<file path="src/rtl/simon_sequencer.sv">
// simon_sequencer: four-colour memory game controller.
// Grows a pseudo-random colour sequence, plays it back one colour at a time
// for a programmable number of frame ticks, then checks player presses.
// Every output is registered alongside the state, so an output reflects the
// state entered on the same clock edge.
module simon_sequencer #(
    parameter int          MAX_LEN        = 31,
    parameter int          ON_FRAMES      = 30,
    parameter int          OFF_FRAMES     = 15,
    parameter int          TIMEOUT_FRAMES = 300,
    parameter logic [15:0] LFSR_SEED      = 16'hACE1
) (
    input  logic       clk,
    input  logic       reset,
    input  logic       frame_tick,
    input  logic       start,
    input  logic [3:0] btn,
    output logic       red_flag,
    output logic       green_flag,
    output logic       blue_flag,
    output logic       yellow_flag,
    output logic [4:0] level,
    output logic       game_over,
    output logic       game_won,
    output logic       busy
);

    typedef enum logic [3:0] {
        S_IDLE,
        S_ADD,
        S_PRE,
        S_SHOW_ON,
        S_SHOW_OFF,
        S_WAIT_INPUT,
        S_FEEDBACK,
        S_FAIL,
        S_WIN
    } state_t;

    // Last frame-count value of each timed state (exit when a tick lands on it)
    localparam logic [15:0] ON_LAST  = 16'(ON_FRAMES - 1);
    localparam logic [15:0] OFF_LAST = 16'(OFF_FRAMES - 1);
    localparam logic [15:0] TO_LAST  = 16'(TIMEOUT_FRAMES - 1);
    localparam logic        TO_EN    = (TIMEOUT_FRAMES != 0);
    localparam logic [4:0]  WIN_LEN  = 5'(MAX_LEN);

    // Registered state
    state_t      r_state;
    logic [4:0]  r_len;
    logic [4:0]  r_idx;
    logic [15:0] r_fcnt;
    logic [15:0] r_lfsr;
    logic [1:0]  r_col;
    logic [1:0]  r_seq [0:31];
    logic [3:0]  r_flags;
    logic        r_game_over;
    logic        r_game_won;
    logic        r_busy;

    // Next-state and decode signals
    state_t      w_state_next;
    logic [4:0]  w_len_next;
    logic [4:0]  w_idx_next;
    logic [15:0] w_fcnt_next;
    logic [1:0]  w_col_next;
    logic        w_seq_we;
    logic        w_lfsr_fb;
    logic [1:0]  w_cur_col;
    logic [3:0]  w_cur_onehot;
    logic        w_btn_ok;
    logic        w_last;
    logic        w_timed;
    logic        w_on_done;
    logic        w_off_done;
    logic        w_to_done;
    logic [1:0]  w_show_col;
    logic [1:0]  w_flag_col;
    logic        w_flag_en;
    logic [3:0]  w_flags_next;

    assign w_lfsr_fb  = r_lfsr[15] ^ r_lfsr[13] ^ r_lfsr[12] ^ r_lfsr[10];
    assign w_cur_col  = r_seq[r_idx];
    assign w_last     = (r_idx == 5'(r_len - 5'd1));
    assign w_on_done  = frame_tick && (r_fcnt == ON_LAST);
    assign w_off_done = frame_tick && (r_fcnt == OFF_LAST);
    assign w_to_done  = TO_EN && frame_tick && (r_fcnt == TO_LAST);
    assign w_timed    = (r_state == S_PRE) || (r_state == S_SHOW_ON) ||
                        (r_state == S_SHOW_OFF) || (r_state == S_WAIT_INPUT) ||
                        (r_state == S_FEEDBACK);

    // A press is correct only when it is exactly the one-hot code of the
    // expected colour; multi-bit presses therefore never match.
    generate
        for (genvar gi = 0; gi < 4; gi++) begin : g_cur_dec
            assign w_cur_onehot[gi] = (w_cur_col == 2'(gi));
        end
    endgenerate
    assign w_btn_ok = (btn == w_cur_onehot);

    // Next-state decision for the game FSM
    always_comb begin
        w_state_next = r_state;
        w_len_next   = r_len;
        w_idx_next   = r_idx;
        w_col_next   = r_col;
        w_seq_we     = 1'b0;
        case (r_state)
            S_IDLE, S_FAIL, S_WIN: begin
                if (start) begin
                    w_state_next = S_ADD;
                    w_len_next   = 5'd0;
                end
            end
            S_ADD: begin
                w_seq_we     = 1'b1;
                w_len_next   = r_len + 5'd1;
                w_state_next = S_PRE;
            end
            S_PRE: begin
                if (w_off_done) begin
                    w_state_next = S_SHOW_ON;
                    w_idx_next   = 5'd0;
                end
            end
            S_SHOW_ON: begin
                if (w_on_done) begin
                    w_state_next = S_SHOW_OFF;
                end
            end
            S_SHOW_OFF: begin
                if (w_off_done) begin
                    if (w_last) begin
                        w_state_next = S_WAIT_INPUT;
                        w_idx_next   = 5'd0;
                    end else begin
                        w_state_next = S_SHOW_ON;
                        w_idx_next   = r_idx + 5'd1;
                    end
                end
            end
            S_WAIT_INPUT: begin
                // A press wins over a timeout landing on the same tick
                if (btn != 4'd0) begin
                    if (w_btn_ok) begin
                        w_state_next = S_FEEDBACK;
                        w_col_next   = w_cur_col;
                    end else begin
                        w_state_next = S_FAIL;
                    end
                end else if (w_to_done) begin
                    w_state_next = S_FAIL;
                end
            end
            S_FEEDBACK: begin
                if (w_on_done) begin
                    if (!w_last) begin
                        w_state_next = S_WAIT_INPUT;
                        w_idx_next   = r_idx + 5'd1;
                    end else if (r_len == WIN_LEN) begin
                        w_state_next = S_WIN;
                    end else begin
                        w_state_next = S_ADD;
                    end
                end
            end
            default: begin
                w_state_next = S_IDLE;
            end
        endcase
    end

    // Frame counter restarts on every state change, so each timed state
    // (including FEEDBACK back to WAIT_INPUT) begins counting from zero.
    always_comb begin
        w_fcnt_next = r_fcnt;
        if ((w_state_next != r_state) || !w_timed) begin
            w_fcnt_next = 16'd0;
        end else if (frame_tick) begin
            w_fcnt_next = r_fcnt + 16'd1;
        end
    end

    // Flag decode for the state being entered: playback colour or pressed colour
    assign w_show_col = r_seq[w_idx_next];
    assign w_flag_col = (w_state_next == S_FEEDBACK) ? w_col_next : w_show_col;
    assign w_flag_en  = (w_state_next == S_SHOW_ON) || (w_state_next == S_FEEDBACK);
    generate
        for (genvar gi = 0; gi < 4; gi++) begin : g_flag_dec
            assign w_flags_next[gi] = w_flag_en && (w_flag_col == 2'(gi));
        end
    endgenerate

    // State, counters, LFSR and registered outputs
    always_ff @(posedge clk) begin
        if (reset) begin
            r_state     <= S_IDLE;
            r_len       <= 5'd0;
            r_idx       <= 5'd0;
            r_fcnt      <= 16'd0;
            r_lfsr      <= LFSR_SEED;
            r_col       <= 2'd0;
            r_flags     <= 4'd0;
            r_game_over <= 1'b0;
            r_game_won  <= 1'b0;
            r_busy      <= 1'b0;
        end else begin
            r_state     <= w_state_next;
            r_len       <= w_len_next;
            r_idx       <= w_idx_next;
            r_fcnt      <= w_fcnt_next;
            r_lfsr      <= {r_lfsr[14:0], w_lfsr_fb};
            r_col       <= w_col_next;
            r_flags     <= w_flags_next;
            r_game_over <= (w_state_next == S_FAIL);
            r_game_won  <= (w_state_next == S_WIN);
            r_busy      <= (w_state_next != S_IDLE) && (w_state_next != S_FAIL) &&
                           (w_state_next != S_WIN);
        end
    end

    // Sequence storage: each entry captures the LFSR colour when ADD targets it.
    // Entries are not reset; anything at or above len is never read.
    generate
        for (genvar gi = 0; gi < 32; gi++) begin : g_seq
            always_ff @(posedge clk) begin
                if (!reset && w_seq_we && (r_len == 5'(gi))) begin
                    r_seq[gi] <= r_lfsr[1:0];
                end
            end
        end
    endgenerate

    assign red_flag    = r_flags[0];
    assign green_flag  = r_flags[1];
    assign blue_flag   = r_flags[2];
    assign yellow_flag = r_flags[3];
    assign level       = r_len;
    assign game_over   = r_game_over;
    assign game_won    = r_game_won;
    assign busy        = r_busy;

endmodule

</file>
<file path="config.mk">
export PLATFORM = sky130hd
export DESIGN_NAME = simon_sequencer
export DESIGN_NICKNAME = d
export VERILOG_FILES = /design/src/rtl/simon_sequencer.sv
export SDC_FILE = /design/constraint.sdc
export NUM_CORES = 1
export LEC_CHECK = 0
export CELL_PAD_IN_SITES_DETAIL_PLACEMENT = 1
export CELL_PAD_IN_SITES_GLOBAL_PLACEMENT = 1
export CORE_MARGIN = 2
export CORE_UTILIZATION = 45
export CTS_CLUSTER_DIAMETER = 150
export CTS_CLUSTER_SIZE = 25
export DETAILED_ROUTE_END_ITERATION = 8
export PLACE_DENSITY = 0.78
export SYNTH_ARGS = -nofsm -noshare
export SYNTH_HDL_FRONTEND = slang
export SYNTH_SLANG_ARGS = --single-unit
</file>
<file path="constraint.sdc">
create_clock -name clk -period 6 [get_ports clk]
set_input_delay 0.9 -clock clk [delete_from_list [all_inputs] [get_ports clk]]
set_output_delay 0.9 -clock clk [all_outputs]
set_load 0.1 [all_outputs]
</file>
==> flow_summary.yaml <==
power:
  power_frac_seq: 0.452
  power_frac_clock: 0.507
  intPower_mw: 1.53
  ir_drop_v: 0.000234
  powerDensity_mw_per_mm2: 278
  switching_share: 0.239
  pwr-share-comb: 0.041
  power_switching_mw: 0.480
  p_leak_nw: 2.43
global_routing:
  grt_antenna_before_repair: 0
  track_usage: 0.251
  grt_overflow: 0
  grt_pass1_wl_um: 28000
  grt_max_degree: 34
  grt_pass1_vias: 4995
worst_setup_path:
  cp.required_ns: 6.31
  worstPathArrival_ns: 4.85
  worstSetupPathType: "reg2reg"
  r2r_setup_slack_ns: 1.46
  critPathLaunchType: "flip-flop"
  worstSetupEndpointType: "flip-flop"
  crit_fanout: 28
cells_and_area:
  multi_input_area_mm2: 0.00312
  diodes: 0
  nets: 612
  area_delta_synth_final_pct: 13.5
  nFillCells: 1487
  layout-drive-gt1-share: 0.127
  seq_area_mm2: 0.00302
routing:
  wire_per_inst_um: 22.6
  drc: 0
  wl_um: 17800
  num_vias: 4771
  drt_iter0_drc: 368
  drt_pass1_iterations: 4
  vias_per_cell: 6.07
  antenna_left: 0
clock_network:
  postCtsSetupBuffers: 0
  clk_path_buf_depth: 2
  h-tree-depth: 4
  cts_root_buf: "clkbuf_16"
  clk_pin_slew_worst_paths_ns: 0.06
  cts_sinks: 119
  cts_tree: "yes"
  cts_resized: 0
  numCtsBuffers: 17
  holdBufCountCts: 0
  insertion_delay_ns: 0.43
yosys:
  syn_area_mm2: 0.00636
  synth_cell_types: 78
  async_reset_ff_frac: 0
  synth_simple_gate_area_frac: 0.201
  syn_nets: 602
  synth-xor-area-share: 0.0372
  postSynthAreaPerCell_um2: 10.9
  synth_ff_type: "edfxtp_1"
  synth_top_family_by_area: "simple AND/OR/NAND/NOR gates"
  synthAdderAreaFrac: 0.0216
  ys_ff_latch: 119
  yosysWarnings: 0
  syn_inst: 583
  muxShareOfSynthArea: 0.125
  synth-edff-count: 64
  ys_seq_area_frac: 0.475
  synth_compound_area_frac: 0.106
sta:
  fin_crit_ns: 4.54
  slew_violations: 0
  post-route-period-util: 0.757
  setup_viol: 0
  rsz0062_at_grt: "no"
  max_freq_ghz: 0.220
  finalHoldViolCount: 0
  finalSetupTns_ns: 0
  hold_ws_ns: 0.410
  setup_ws_ns: 1.46
  slew_headroom: 0.234
  skew_ns: 0.0118
  tightest_slew_ns: 1.15
floorplanning:
  design.core.area_mm2: 0.0138
  start_util: 0.460
  num_io_pins: 20
  dieWidth_um: 123
  row_count: 43
  die_area_mm2: 0.0151
  die_h_um: 123
job:
  cap_violations: 0
status:
  outcome: "completed"
place:
  port_buffers: 19
  post-place-ws_ns: 1.39
  gp_congestion: 0.908
  hpwlAfterDp_um: 12600
worst_hold_path:
  hp-class: "reg2reg"
[final cells by class]
cell class              count  share of cell area
clock buffers              23              0.0720
clock inverters             9              0.0104
inverters                  10             0.00519
flip-flops and latches    119               0.418
multi-input cells         422               0.432
well taps                 180              0.0312
repair buffers             23              0.0305
[registers in the layout (all words and copies together), names as in the netlist]
register and count:
level 5, r_seq 64, game_won 1, r_idx 5, r_flags 4, busy 1
r_lfsr 16, r_fcnt 16, r_state 4, r_col 2, game_over 1
[per-layer routing]
| layer | global-route usage | wire (um) | up-vias |
|---|---|---|---|
| li1 | - | - | 2195 |
| met1 | 0.302 | 7490 | 2404 |
| met2 | 0.412 | 8700 | 133 |
| met3 | 0.0696 | 923 | 39 |
| met4 | 0.124 | 648 | 0 |
| met5 | 0 | 0 | - |
[layout by cell type, fill, tap and decap left out, types with 5 or more instances in the layout]
cell type	instances
or2_2	7
ha_1	11
xor2_1	18
nand2_1	35
nor2_1	72
and3_1	14
nand2b_1	10
a211o_1	5
nor3_2	5
a211oi_1	7
clkdlybuf4s50_1	19
nor3_1	16
mux4_1	5
a21oi_1	11
and2_1	9
xnor2_1	9
inv_1	10
mux2i_1	35
mux2_1	6
dfxtp_1	55
mux4_2	9
edfxtp_1	64
o211ai_1	5
o21ai_0	9
nand4_1	17
nand3_1	18
nor2b_1	14
clkbuf_16	19
[cell families after synthesis]
| logic type | Yosys count |
|---|---|
| fa+ha+maj | 11 |
| flops | 119 |
| compound gates | 84 |
| mux | 59 |
| xor+xnor | 27 |
| buf+inv | 42 |
| simple gates | 241 |
[through the flow]
step	cells	power, mW	util	cell area [um2]
finish	786	2.01	0.523	7230
global route	786	2.07	0.523	7230
CTS	786	2.02	0.523	7230
detailed placement	754	1.01	0.480	6630
global placement	754	1.00	0.480	6630
floorplan	583	0.972	-	6360
[worst paths after layout]
check             depth (start not counted)          to  startpoint
hold reg to reg                           1  r_lfsr[10]   r_lfsr[9]
setup reg to reg                         16  r_flags[2]    level[0]
hold / removal                            1  r_lfsr[10]   r_lfsr[9]
setup / recovery                         16  r_flags[2]    level[0]
[synth_stat cells, drive strengths merged (4+ instances only)]
library cell	number	area [um2]
o211ai	6	50.1
mux2i	35	350
mux4	14	334
xnor2	9	78.8
nor2b	14	87.6
a211o	5	43.8
mux2	10	113
and2	10	65.1
inv	10	37.5
edfxtp	64	1920
dfxtp	55	1100
buf	14	113
nand2b	10	62.6
nand3	19	108
nand4	18	119
nor3b	4	30.0
or2	9	58.8
a21o	4	30.0
ha	11	138
clkbuf	18	67.6
nand2	36	143
o21ai	13	80.1
a21oi	13	72.6
a211oi	7	52.6
o2111ai	5	50.0
and3	14	87.6
nor3	21	130
xor2	18	158
nor2	72	270
[power by group through the flow]
stage	Sequential, mW	Combinational, mW	Clock [mW]
after global placement	0.923	0.0791	0
after floorplan	0.924	0.0485	0
after global routing	0.912	0.0908	1.07
after CTS	0.909	0.0832	1.03
final	0.909	0.0827	1.02
after detailed placement	0.926	0.0817	0
[worst max-delay path: stages (launching register included)]
cell and delay (ns):
dfxtp_1 0.52, inv_1 0.12, ha_1 0.36, xor2_1 0.19, o211ai_1 0.13, nor3_1 0.29, nand2_1 0.22, ha_1 0.33
inv_1 0.06, a32oi_2 0.39, nand2_4 0.38, mux2_1 0.46, o2111ai_1 0.21, a41oi_1 0.15, a221o_1 0.35, o211ai_2 0.19
a21oi_1 0.06
(Power assumes the default switching activity.)
